`config.mk`:
```
export PLATFORM = sky130hd
export DESIGN_NAME = stream_fetch_reorder_flat
export DESIGN_NICKNAME = d
export VERILOG_FILES = /design/src/rtl/stream_fetch_reorder_if.sv /design/src/rtl/stream_fetch_reorder.sv /design/src/flat_wrapper.sv
export SDC_FILE = /design/constraint.sdc
export NUM_CORES = 1
export LEC_CHECK = 0
export ABC_AREA = 1
export CAP_MARGIN = 10
export CORE_UTILIZATION = 45
export CTS_CLUSTER_DIAMETER = 200
export DETAILED_ROUTE_END_ITERATION = 8
export GPL_TIMING_DRIVEN = 0
export PLACE_DENSITY_LB_ADDON = 0.12
export SLEW_MARGIN = 0
export SYNTH_ARGS = -nofsm -noshare
export SYNTH_HDL_FRONTEND = slang
export SYNTH_SLANG_ARGS = --single-unit
```
`constraint.sdc`:
```
create_clock -name clk -period 3.52 [get_ports clk]
set_input_delay 0.704 -clock clk [delete_from_list [all_inputs] [get_ports clk]]
set_output_delay 0.704 -clock clk [all_outputs]
set_load 0.05 [all_outputs]
```
`src/rtl/stream_fetch_reorder_if.sv`:
```
// ---------------------------------------------------------------------------
// stream_fetch_reorder_if
// Bundles every non-clock signal of the stream fetch/reorder engine.
//   Control : start, start_addr, start_len -> busy, done, err
//   Memory  : req, req_tag, req_addr <- req_stall ; push, push_tag, push_data
//   Consumer: out_valid, out_data, out_last <- out_stall
// The master modport is the fetch engine; slave is its environment
// (stream controller, memory and consumer seen as one).
// ---------------------------------------------------------------------------
interface stream_fetch_reorder_if #(
    parameter int ADDR_WIDTH = 48,
    parameter int DATA_WIDTH = 64,
    parameter int TAG_COUNT  = 4,
    parameter int TAG_WIDTH  = $clog2(TAG_COUNT),
    parameter int LEN_WIDTH  = 32
);
    logic                  start;
    logic [ADDR_WIDTH-1:0] start_addr;
    logic [LEN_WIDTH-1:0]  start_len;
    logic                  busy;
    logic                  done;
    logic                  req;
    logic                  req_stall;
    logic [TAG_WIDTH-1:0]  req_tag;
    logic [ADDR_WIDTH-1:0] req_addr;
    logic                  push;
    logic [TAG_WIDTH-1:0]  push_tag;
    logic [DATA_WIDTH-1:0] push_data;
    logic                  out_valid;
    logic                  out_stall;
    logic [DATA_WIDTH-1:0] out_data;
    logic                  out_last;
    logic                  err;

    modport master (
        input  start, start_addr, start_len, req_stall,
        input  push, push_tag, push_data, out_stall,
        output busy, done, req, req_tag, req_addr,
        output out_valid, out_data, out_last, err
    );

    modport slave (
        output start, start_addr, start_len, req_stall,
        output push, push_tag, push_data, out_stall,
        input  busy, done, req, req_tag, req_addr,
        input  out_valid, out_data, out_last, err
    );
endinterface

```
`src/rtl/stream_fetch_reorder.sv`:
```
// ---------------------------------------------------------------------------
// stream_fetch_reorder
// Streams a contiguous run of words from memory to a consumer. Up to
// TAG_COUNT word reads are outstanding at once, tagged round-robin; each tag
// is also the index of the reorder slot its response lands in, so responses
// may return in any order while the consumer sees words in address order.
// Ports:
//   clk  - clock
//   rst  - synchronous reset, active low
//   bus  - stream_fetch_reorder_if.master (control, memory and consumer sides)
// ---------------------------------------------------------------------------
module stream_fetch_reorder #(
    parameter int ADDR_WIDTH = 48,
    parameter int DATA_WIDTH = 64,
    parameter int TAG_COUNT  = 4,
    parameter int TAG_WIDTH  = $clog2(TAG_COUNT),
    parameter int LEN_WIDTH  = 32
) (
    input logic                   clk,
    input logic                   rst,
    stream_fetch_reorder_if.master bus
);

    localparam logic [ADDR_WIDTH-1:0] ADDR_STEP = ADDR_WIDTH'(DATA_WIDTH / 8);

    typedef enum logic [1:0] {
        IDLE,
        RUN,
        DONE
    } state_t;

    state_t                state_q, state_d;
    logic [ADDR_WIDTH-1:0] req_addr_q, req_addr_d;
    logic [LEN_WIDTH-1:0]  len_q, len_d;
    logic [LEN_WIDTH-1:0]  issued_q, issued_d;
    logic [LEN_WIDTH-1:0]  sent_q, sent_d;
    logic [TAG_WIDTH-1:0]  issue_ptr_q, issue_ptr_d;
    logic [TAG_WIDTH-1:0]  read_ptr_q, read_ptr_d;
    logic [TAG_COUNT-1:0]  alloc_q, alloc_d;
    logic [TAG_COUNT-1:0]  filled_q, filled_d;
    logic                  err_q, err_d;
    logic [DATA_WIDTH-1:0] data_q [TAG_COUNT];

    logic issue;
    logic xfer;
    logic out_valid;
    logic last_word;
    logic push_ok;
    logic push_bad;

    // A slot stays allocated from issue until its word is consumed, so a
    // freed slot only becomes issuable on the following cycle. Pushes are
    // judged against the registered slot state: a push to a free slot or a
    // slot already holding data is a protocol error and its data is dropped.
    always_comb begin
        issue     = (state_q == RUN) && (issued_q < len_q) &&
                    !alloc_q[issue_ptr_q] && !bus.req_stall;
        out_valid = filled_q[read_ptr_q];
        last_word = (sent_q == len_q - LEN_WIDTH'(1));
        xfer      = out_valid && !bus.out_stall;
        push_ok   = bus.push && alloc_q[bus.push_tag] && !filled_q[bus.push_tag];
        push_bad  = bus.push && !push_ok;
    end

    // Next-state logic. Issue, response and transfer all touch the slot
    // vectors independently; the start branch runs last so an accepted start
    // rewinds pointers and counters and wins over a same-cycle bad push.
    always_comb begin
        state_d     = state_q;
        req_addr_d  = req_addr_q;
        len_d       = len_q;
        issued_d    = issued_q;
        sent_d      = sent_q;
        issue_ptr_d = issue_ptr_q;
        read_ptr_d  = read_ptr_q;
        alloc_d     = alloc_q;
        filled_d    = filled_q;
        err_d       = err_q;

        if (issue) begin
            alloc_d[issue_ptr_q] = 1'b1;
            issue_ptr_d          = issue_ptr_q + TAG_WIDTH'(1);
            issued_d             = issued_q + LEN_WIDTH'(1);
            req_addr_d           = req_addr_q + ADDR_STEP;
        end

        if (push_ok) begin
            filled_d[bus.push_tag] = 1'b1;
        end

        if (xfer) begin
            alloc_d[read_ptr_q]  = 1'b0;
            filled_d[read_ptr_q] = 1'b0;
            read_ptr_d           = read_ptr_q + TAG_WIDTH'(1);
            sent_d               = sent_q + LEN_WIDTH'(1);
        end

        if (push_bad) begin
            err_d = 1'b1;
        end

        case (state_q)
            IDLE: begin
                if (bus.start) begin
                    req_addr_d  = bus.start_addr;
                    len_d       = bus.start_len;
                    issued_d    = '0;
                    sent_d      = '0;
                    issue_ptr_d = '0;
                    read_ptr_d  = '0;
                    err_d       = 1'b0;
                    state_d     = (bus.start_len == '0) ? DONE : RUN;
                end
            end
            RUN: begin
                if (xfer && last_word) begin
                    state_d = DONE;
                end
            end
            DONE: begin
                state_d = IDLE;
            end
            default: begin
                state_d = IDLE;
            end
        endcase
    end

    // State registers; reset abandons any stream in flight and frees all
    // slots, so late responses for old tags are flagged as errors.
    always_ff @(posedge clk) begin
        if (!rst) begin
            state_q     <= IDLE;
            req_addr_q  <= '0;
            len_q       <= '0;
            issued_q    <= '0;
            sent_q      <= '0;
            issue_ptr_q <= '0;
            read_ptr_q  <= '0;
            alloc_q     <= '0;
            filled_q    <= '0;
            err_q       <= 1'b0;
            for (int i = 0; i < TAG_COUNT; i++) begin
                data_q[i] <= '0;
            end
        end else begin
            state_q     <= state_d;
            req_addr_q  <= req_addr_d;
            len_q       <= len_d;
            issued_q    <= issued_d;
            sent_q      <= sent_d;
            issue_ptr_q <= issue_ptr_d;
            read_ptr_q  <= read_ptr_d;
            alloc_q     <= alloc_d;
            filled_q    <= filled_d;
            err_q       <= err_d;
            if (push_ok) begin
                data_q[bus.push_tag] <= bus.push_data;
            end
        end
    end

    assign bus.req       = issue;
    assign bus.req_tag   = issue_ptr_q;
    assign bus.req_addr  = req_addr_q;
    assign bus.out_valid = out_valid;
    assign bus.out_data  = data_q[read_ptr_q];
    assign bus.out_last  = out_valid && last_word;
    assign bus.busy      = (state_q == RUN);
    assign bus.done      = (state_q == DONE);
    assign bus.err       = err_q;

endmodule
```
`src/flat_wrapper.sv`:
```
// flat-port wrapper written by rule: the top's interface ports become plain ports
module stream_fetch_reorder_flat 
#(
    parameter int ADDR_WIDTH = 48,
    parameter int DATA_WIDTH = 64,
    parameter int TAG_COUNT  = 4,
    parameter int TAG_WIDTH  = $clog2(TAG_COUNT),
    parameter int LEN_WIDTH  = 32
)
  (clk, rst, bus_start, bus_start_addr, bus_start_len, bus_req_stall, bus_push, bus_push_tag, bus_push_data, bus_out_stall, bus_busy, bus_done, bus_req, bus_req_tag, bus_req_addr, bus_out_valid, bus_out_data, bus_out_last, bus_err);
  stream_fetch_reorder_if #(.ADDR_WIDTH(ADDR_WIDTH), .DATA_WIDTH(DATA_WIDTH), .TAG_COUNT(TAG_COUNT), .TAG_WIDTH(TAG_WIDTH), .LEN_WIDTH(LEN_WIDTH)) bus_i ();
  input logic clk;
  input logic rst;
  input wire logic [$bits(bus_i.start)-1:0] bus_start;
  input wire logic [$bits(bus_i.start_addr)-1:0] bus_start_addr;
  input wire logic [$bits(bus_i.start_len)-1:0] bus_start_len;
  input wire logic [$bits(bus_i.req_stall)-1:0] bus_req_stall;
  input wire logic [$bits(bus_i.push)-1:0] bus_push;
  input wire logic [$bits(bus_i.push_tag)-1:0] bus_push_tag;
  input wire logic [$bits(bus_i.push_data)-1:0] bus_push_data;
  input wire logic [$bits(bus_i.out_stall)-1:0] bus_out_stall;
  output wire logic [$bits(bus_i.busy)-1:0] bus_busy;
  output wire logic [$bits(bus_i.done)-1:0] bus_done;
  output wire logic [$bits(bus_i.req)-1:0] bus_req;
  output wire logic [$bits(bus_i.req_tag)-1:0] bus_req_tag;
  output wire logic [$bits(bus_i.req_addr)-1:0] bus_req_addr;
  output wire logic [$bits(bus_i.out_valid)-1:0] bus_out_valid;
  output wire logic [$bits(bus_i.out_data)-1:0] bus_out_data;
  output wire logic [$bits(bus_i.out_last)-1:0] bus_out_last;
  output wire logic [$bits(bus_i.err)-1:0] bus_err;
  assign bus_i.start = bus_start;
  assign bus_i.start_addr = bus_start_addr;
  assign bus_i.start_len = bus_start_len;
  assign bus_i.req_stall = bus_req_stall;
  assign bus_i.push = bus_push;
  assign bus_i.push_tag = bus_push_tag;
  assign bus_i.push_data = bus_push_data;
  assign bus_i.out_stall = bus_out_stall;
  assign bus_busy = bus_i.busy;
  assign bus_done = bus_i.done;
  assign bus_req = bus_i.req;
  assign bus_req_tag = bus_i.req_tag;
  assign bus_req_addr = bus_i.req_addr;
  assign bus_out_valid = bus_i.out_valid;
  assign bus_out_data = bus_i.out_data;
  assign bus_out_last = bus_i.out_last;
  assign bus_err = bus_i.err;
  stream_fetch_reorder #(.ADDR_WIDTH(ADDR_WIDTH), .DATA_WIDTH(DATA_WIDTH), .TAG_COUNT(TAG_COUNT), .TAG_WIDTH(TAG_WIDTH), .LEN_WIDTH(LEN_WIDTH)) u_core (.clk(clk), .rst(rst), .bus(bus_i));
endmodule
```
==> results.cfg, run 1 <==
[critical_path]
r2r_slack_ns = 0.27
r2r_end = u_core.state_q[0]
r2r.worst_path.cells = 22
r2r-start = u_core.len_q[7]
max_stage_delay_ns = 0.33
critical_path_buffers_and_inverters = 3
worst-endpoint-arrival_ns = 2.80
path_delay_family = simple AND/OR/NAND/NOR gates
slowest_stage = sky130_fd_sc_hd__dfxtp_2
worstPathMaxFanout = 4
worstSetupPathType = flip-flop to output port
worstSetupEndpointType = output port
cp_common_cell = sky130_fd_sc_hd__nor2_4
crit_chain = inv_4 > ha_4 > nand2_4 > nor2_4 > nand2_4 > nor2_4 > nand2_1 > nand2_1 > inv_2 > nor3_2 > nand3_1 > nor2_1 > nand3_1 > nor2_1 > nand3_2 > nor2_4 > buf_6
worstPathRequired_ns = 2.82
worstSetupStartpointType = flip-flop

[hold_path]
holdPathStages = 2
worstHoldStart = u_core.alloc_q[2]
timing.hold.worst.class = flip-flop to flip-flop
holdPathEnd = u_core.alloc_q[2]

[cts]
cts_tree = yes
holdBufCountCts = 0
cts.sink_count = 415
clock_tree.buffer_depth = 3
ctsHtreeMaxLevel = 2
cts-root-buf = sky130_fd_sc_hd__clkbuf_16
clk_pin_slew_ns = 0.06
clk-insertion-delay-late_ns = 0.60
total_cts_buffers = 45

[die]
core.rowCount = 80
initial_core_util = 0.460
core_area_um2 = 48100
ports = 272
die_x_um = 224
die_y_um = 224
design.die.area_um2 = 50100

[routing]
postRouteWirelength_um = 75000
via_per_inst = 5.37
drt_first_iter_violations = 1890
route.detailed.drc = 0
post_drt_wl_per_cell_um = 19.5
route.vias.total = 20600
drtPass1Iterations = 6
antenna_violating_nets_left = 0

[final_layout]
area_growth_pct = 24.5
post-route-cell-area_um2 = 27600
layout.nets = 3344
highest_count_cells_in_the_layout_ignoring_fill_and_taps = sky130_fd_sc_hd__nor2_1, sky130_fd_sc_hd__nand2_1, sky130_fd_sc_hd__inv_1
drive_above_1_share = 0.0917
final_common_cell = sky130_fd_sc_hd__nor2_1

[timing]
clock_skew_ns = 0.0139
max_slew_margin = 0.397
fmaxAchievable_mhz = 286
setup_viol_count_final = 0
grt_setup_unrepaired = yes
setup_ws_post_layout_ns = 0.0205
finalHoldWorstSlack_ns = 0.491
fin_tns_setup_ns = 0
report.final.hold_viol_count = 0
worst_pin_slew_ns = 0.905
post-route-period-util = 0.994
final_period_minus_worst_setup_slack_ns = 3.50
final-max-slew-violation-count = 0

[yosys]
yosys_warnings = 0
ys_seq_elements = 415
post_syn_nets = 2998
gate_count_after_technology_mapping = 2803
synth.cell_area_um2 = 22100
synth_sequential_area_ratio = 0.491
syn_area_per_cell_um2 = 7.89
synthDistinctLibCells = 47
synthFlopType = sky130_fd_sc_hd__edfxtp_1
async_flop_share = 0
synth-edff-count = 256

[run_status]
run_status = finished, final reports clean

[power]
p_total_w = 0.0126
fraction_of_power_spent_switching_nets = 0.293
power_per_cell_area_nw_per_um2 = 456
combinationalPowerShare = 0.173
peak_supply_drop_mv = 0.293
internal-power_w = 0.00889
seqPwrFrac = 0.447
power.leakage_nw = 11.4
total_switching_power_w = 0.00368
clock_power_share = 0.380

[global_route]
grt_first_pass_wirelength_um = 113000
first_global_vias = 19900
maximum_number_of_pins_on_one_net_before_global_route_repair = 56
grt.overflow.total = 0
grt.total_usage = 0.295
number_of_antenna_violations_at_the_first_check_in_global_routing = 5

[place]
detailedPlace.worstSlack_ns = -0.727
place.detailed.hpwl_um = 55400
io_buffer_count = 271
dpl-instance-area_um2 = 25800
globalplace.congestion = 0.961

[run]
max-cap-violations = 0
-- worst reg2reg max path, stage by stage (launching register included) --
cell and delay (ns):
sky130_fd_sc_hd__dfxtp_2 0.36, sky130_fd_sc_hd__nor2_1 0.16, sky130_fd_sc_hd__nand2_1 0.10, sky130_fd_sc_hd__nor2_1 0.20
sky130_fd_sc_hd__nand2_1 0.18, sky130_fd_sc_hd__nor2_1 0.20, sky130_fd_sc_hd__xor2_2 0.11, sky130_fd_sc_hd__buf_4 0.14
sky130_fd_sc_hd__buf_4 0.12, sky130_fd_sc_hd__buf_4 0.12, sky130_fd_sc_hd__buf_4 0.12, sky130_fd_sc_hd__buf_4 0.12
sky130_fd_sc_hd__buf_4 0.12, sky130_fd_sc_hd__buf_4 0.12, sky130_fd_sc_hd__buf_4 0.12, sky130_fd_sc_hd__buf_4 0.12
sky130_fd_sc_hd__buf_4 0.12, sky130_fd_sc_hd__buf_4 0.12, sky130_fd_sc_hd__nand3_1 0.07, sky130_fd_sc_hd__nor2_1 0.05
sky130_fd_sc_hd__nand4_1 0.22, sky130_fd_sc_hd__nand2_1 0.08, sky130_fd_sc_hd__a21oi_1 0.13
-- layer usage --
layer  track usage  up-vias  part of all wire  routed length (um)
met1         0.395     9732              0.43               32200
met4        0.0924        4             0.027                2050
met2         0.488      822              0.47               35000
met3        0.0497      123             0.076                5670
met5             0        -           0.00037                  28
li1              -     9948                 -                   -
-- power by group through the flow --
stage	registers, W	clock network [W]	logic, W
6_report	0.00561	0.00478	0.00218
5_1_grt	0.00564	0.00501	0.00235
4_1_cts	0.00560	0.00483	0.00214
3_5_place_dp	0.00570	0	0.00208
3_3_place_gp	0.00571	0	0.00205
2_1_floorplan	0.00591	0	0.00101
-- what timing repair did --
item                       4_1_cts  5_1_grt
setup endpoints to repair      183       59
hold endpoints to repair         0        0
gates resized for setup        184       95
pin swaps                       10       10
setup buffers                   17        7
-- worst max path at each step --
stage / cells after the start / end / from / slack (ns)
2_1_floorplan: 4 / u_core.data_q[3][0] / rst / 0.20
3_3_place_gp: 5 / u_core.data_q[3][29] / rst / -2.54
3_5_place_dp: 6 / u_core.data_q[0][45] / rst / -0.73
4_1_cts: 14 / bus_out_last / u_core.len_q[5] / 0.001
5_1_grt: 17 / bus_out_last / u_core.len_q[0] / -0.09
6_report: 17 / bus_out_last / u_core.len_q[0] / 0.02
-- logic make-up after synthesis --
family          count (synthesis)  synth area share
xor+xnor                      104            0.0412
simple gates                 1437             0.276
fa+ha+maj                      43            0.0243
compound gates                385            0.0934
buf+inv                       419            0.0742
flops                         415             0.491
-- synthesized netlist by cell type (22+ instances only) --
library cell               number  area share
sky130_fd_sc_hd__nor2_1       563       0.096
sky130_fd_sc_hd__nand2_1      519       0.088
sky130_fd_sc_hd__inv_1        283       0.048
sky130_fd_sc_hd__edfxtp_1     256        0.35
sky130_fd_sc_hd__o21ai_0      196       0.044
sky130_fd_sc_hd__nand3_1      172       0.039
sky130_fd_sc_hd__dfxtp_1      159        0.14
sky130_fd_sc_hd__a21oi_1      105       0.024
sky130_fd_sc_hd__clkbuf_1      93       0.016
sky130_fd_sc_hd__xor2_1        71       0.028
sky130_fd_sc_hd__o22ai_1       65       0.018
sky130_fd_sc_hd__nor3_1        55       0.012
sky130_fd_sc_hd__nand4_1       46       0.013
sky130_fd_sc_hd__ha_1          43       0.024
sky130_fd_sc_hd__xnor2_1       33       0.013
sky130_fd_sc_hd__buf_2         24      0.0054
sky130_fd_sc_hd__nor4_1        22      0.0062
-- per-stage QoR --
| step | cells | utilization |
|---|---|---|
| 2_1_floorplan | 2803 | - |
| 3_3_place_gp | 3730 | 0.533 |
| 3_5_place_dp | 3734 | 0.536 |
| 4_1_cts | 3832 | 0.571 |
| 5_1_grt | 3841 | 0.572 |
| 6_report | 3842 | 0.572 |
-- layout make-up --
cell class,count,area [um^2]
Antenna cell,3,7.51
Buffer,129,606
Clock buffer,65,1240
Clock inverter,16,234
Fill cell,4476,20600
Inverter,290,1090
Multi-Input combinational cell,1969,9760
Sequential cell,415,10900
Tap cell,656,821
Timing Repair Buffer,299,2920
-- flip-flops by register name (all words and copies together), names as in the netlist --
signal,cells
u_core.bus.err,1
u_core.alloc_q,4
u_core.issued_q,32
u_core.bus.req_addr,48
u_core.len_q,32
u_core.read_ptr_q,2
u_core.data_q,256
u_core.state_q,2
u_core.bus.req_tag,2
u_core.filled_q,4
u_core.sent_q,32
No activity file was read; power rests on OpenSTA's default activity.
==> run 2, diff against run 1 <==
--- a/config.mk
+++ b/config.mk
@@ -6,6 +6,7 @@
 export NUM_CORES = 1
 export LEC_CHECK = 0
 export ABC_AREA = 1
+export ABC_CLOCK_PERIOD_IN_PS = 3520
 export CAP_MARGIN = 10
 export CORE_UTILIZATION = 45
 export CTS_CLUSTER_DIAMETER = 200
==> results of run 2 <==
No change in the layout: final DEF, timing and power equal those of run 1.
==> run 3, diff against run 2 <==
--- a/config.mk
+++ b/config.mk
@@ -6,7 +6,7 @@
 export NUM_CORES = 1
 export LEC_CHECK = 0
 export ABC_AREA = 1
-export ABC_CLOCK_PERIOD_IN_PS = 3520
+export ABC_CLOCK_PERIOD_IN_PS = 3800
 export CAP_MARGIN = 10
 export CORE_UTILIZATION = 45
 export CTS_CLUSTER_DIAMETER = 200
==> constraint.sdc (replaced) <==
create_clock -name clk -period 3.8 [get_ports clk]
set_input_delay 0.76 -clock clk [delete_from_list [all_inputs] [get_ports clk]]
set_output_delay 0.76 -clock clk [all_outputs]
set_load 0.05 [all_outputs]
==> run 3 against run 2 <==
  * Clock-buffer cell count is the same
  * First-iteration DRC count grew 0.90%
  * Flip-flop and latch count is the same
  * Core utilization shrank 0.64 points
  * Final cell count shrank 0.57%
  * Setup slack gained 0.029 ns
  * Combinational power shrank 11%
  * Clock power shrank 7.3%
  * Total power shrank 8.0%
  * Critical path type unchanged
  * Wire length shrank 0.67%
  * Global-route usage is essentially flat
==> results.cfg, run 3 (synthesis results as in run 1) <==
[critical_path]
max_stage_delay_ns = 0.35
slowest_stage = sky130_fd_sc_hd__dfxtp_1
worst-endpoint-arrival_ns = 2.99
r2r_slack_ns = 0.94
worstSetupEndpointType = output port
worstSetupPathType = flip-flop to output port
worstPathRequired_ns = 3.04
worstSetupStartpointType = flip-flop
crit_chain = inv_1 > nand2_1 > nor2_4 > inv_1 > nor2_4 > nand2_1 > nand2_1 > inv_1 > nor3_1 > nand3_1 > nor2_1 > nand3_1 > nor2_1 > nand3_1 > nor2_2 > buf_6
worstPathMaxFanout = 6

[routing]
postRouteWirelength_um = 74500
via_per_inst = 5.37
route.vias.total = 20500
antenna_violating_nets_left = 0
post_drt_wl_per_cell_um = 19.5
drt_first_iter_violations = 1907
drtPass1Iterations = 6
route.detailed.drc = 0

[place]
detailedPlace.worstSlack_ns = -0.503
io_buffer_count = 271
dpl-instance-area_um2 = 25800
placedCellCount = 3734
place.detailed.hpwl_um = 55400
globalplace.congestion = 0.961

[cts]
ctsHtreeMaxLevel = 2
cts_tree = yes
clk_pin_slew_ns = 0.06
clk-insertion-delay-late_ns = 0.60
total_cts_buffers = 45
cts-root-buf = sky130_fd_sc_hd__clkbuf_16
clock_tree.buffer_depth = 3
cts.sink_count = 415
holdBufCountCts = 0

[power]
seqPwrFrac = 0.449
fraction_of_power_spent_switching_nets = 0.293
total_switching_power_w = 0.00338
p_total_w = 0.0116
power.leakage_nw = 11.4
combinationalPowerShare = 0.167
clock_power_share = 0.383
internal-power_w = 0.00818
power_per_cell_area_nw_per_um2 = 424
peak_supply_drop_mv = 0.272

[final_layout]
finish.cell_count_without_fillers = 3820
final_core_util = 0.566
area_growth_pct = 23.1
post-route-cell-area_um2 = 27200
top_register = u_core.data_q
final_common_cell = sky130_fd_sc_hd__nor2_1
largest_register_ffs = 256
highest_count_cells_in_the_layout_ignoring_fill_and_taps = sky130_fd_sc_hd__nor2_1, sky130_fd_sc_hd__nand2_1, sky130_fd_sc_hd__inv_1
drive_above_1_share = 0.0620
layout.nets = 3322

[timing]
max_slew_margin = 0.364
setup_ws_post_layout_ns = 0.0497
setup_viol_count_final = 0
grt_setup_unrepaired = yes
report.final.hold_viol_count = 0
final-max-slew-violation-count = 0
fmaxAchievable_mhz = 267
final_period_minus_worst_setup_slack_ns = 3.75
worst_pin_slew_ns = 0.954
post-route-period-util = 0.987
clock_skew_ns = 0.0147

[die]
initial_core_util = 0.460
die_x_um = 224
core.rowCount = 80
ports = 272
die_y_um = 224
design.die.area_um2 = 50100
core_area_um2 = 48100

[global_route]
grt_first_pass_wirelength_um = 113000
grt.total_usage = 0.295
first_global_vias = 19900
grt.overflow.total = 0
number_of_antenna_violations_at_the_first_check_in_global_routing = 5
maximum_number_of_pins_on_one_net_before_global_route_repair = 56

[run]
max-cap-violations = 0

[run_status]
run_status = finished, final reports clean

[hold_path]
timing.hold.worst.class = flip-flop to flip-flop
## run 3: changes by cell type in the layout (fill, tap and decap cells not counted), sizes merged
| cell | delta |
|---|---|
| buf | -27 |
| clkdlybuf4s15 | -21 |
| clkdlybuf4s18 | -3 |
| clkdlybuf4s50 | +1 |
| dlygate4sd2 | +20 |
| dlymetal6s2s | +8 |
## run 3: worst paths after layout
path,start,to,depth (start not counted)
max,u_core.len_q[8],bus_out_last,16
min,u_core.alloc_q[2],u_core.alloc_q[2],2
max reg2reg,u_core.bus.req_addr[3],u_core.bus.req_addr[45],13
min reg2reg,u_core.alloc_q[2],u_core.alloc_q[2],2
## run 3: power by group through the flow
| stage | registers [W] | clock network (W) | logic (W) |
|---|---|---|---|
| after global placement | 0.00529 | 0 | 0.00190 |
| final | 0.00519 | 0.00443 | 0.00194 |
| after global routing | 0.00522 | 0.00464 | 0.00209 |
| after CTS | 0.00519 | 0.00447 | 0.00193 |
| after floorplan | 0.00547 | 0 | 0.000939 |
| after detailed placement | 0.00528 | 0 | 0.00193 |
## run 3: metrics by stage
step,hold slack (ns),TNS (ns)
final,0.493,0
after global routing,0.503,-0.115
after CTS,0.488,0
after detailed placement,0.479,-87.21
after global placement,0.456,-588.20
after floorplan,0.437,0
## run 3: layout make-up
cell class | instances | area [um^2]
Timing Repair Buffer | 277 | 2740
Clock buffer | 65 | 1240
Buffer | 129 | 587
Clock inverter | 16 | 234
Antenna cell | 3 | 7.51
Tap cell | 656 | 821
Multi-Input combinational cell | 1969 | 9660
Inverter | 290 | 1090
Sequential cell | 415 | 10900
Fill cell | 4517 | 20900
## run 3: worst max-delay path, delay by kind of cell (launching register included)
kind	cells	cell delay (ns)
simple gates	12	1.50
buf+inv	4	0.52
flops	1	0.35
## run 3: layer usage
metal / up-vias / global-route usage / wire, um
met3: 117 / 0.0513 / 5530
met2: 808 / 0.486 / 34900
met1: 9680 / 0.395 / 32200
li1: 9910 / - / -
met4: 4 / 0.0915 / 1850
met5: - / 0 / 28
## run 3: what timing repair did
item	CTS	global route
endpoints found under the setup margin	66	105
setup buffers	2	0
pin swaps	1	0
resized for setup	94	54
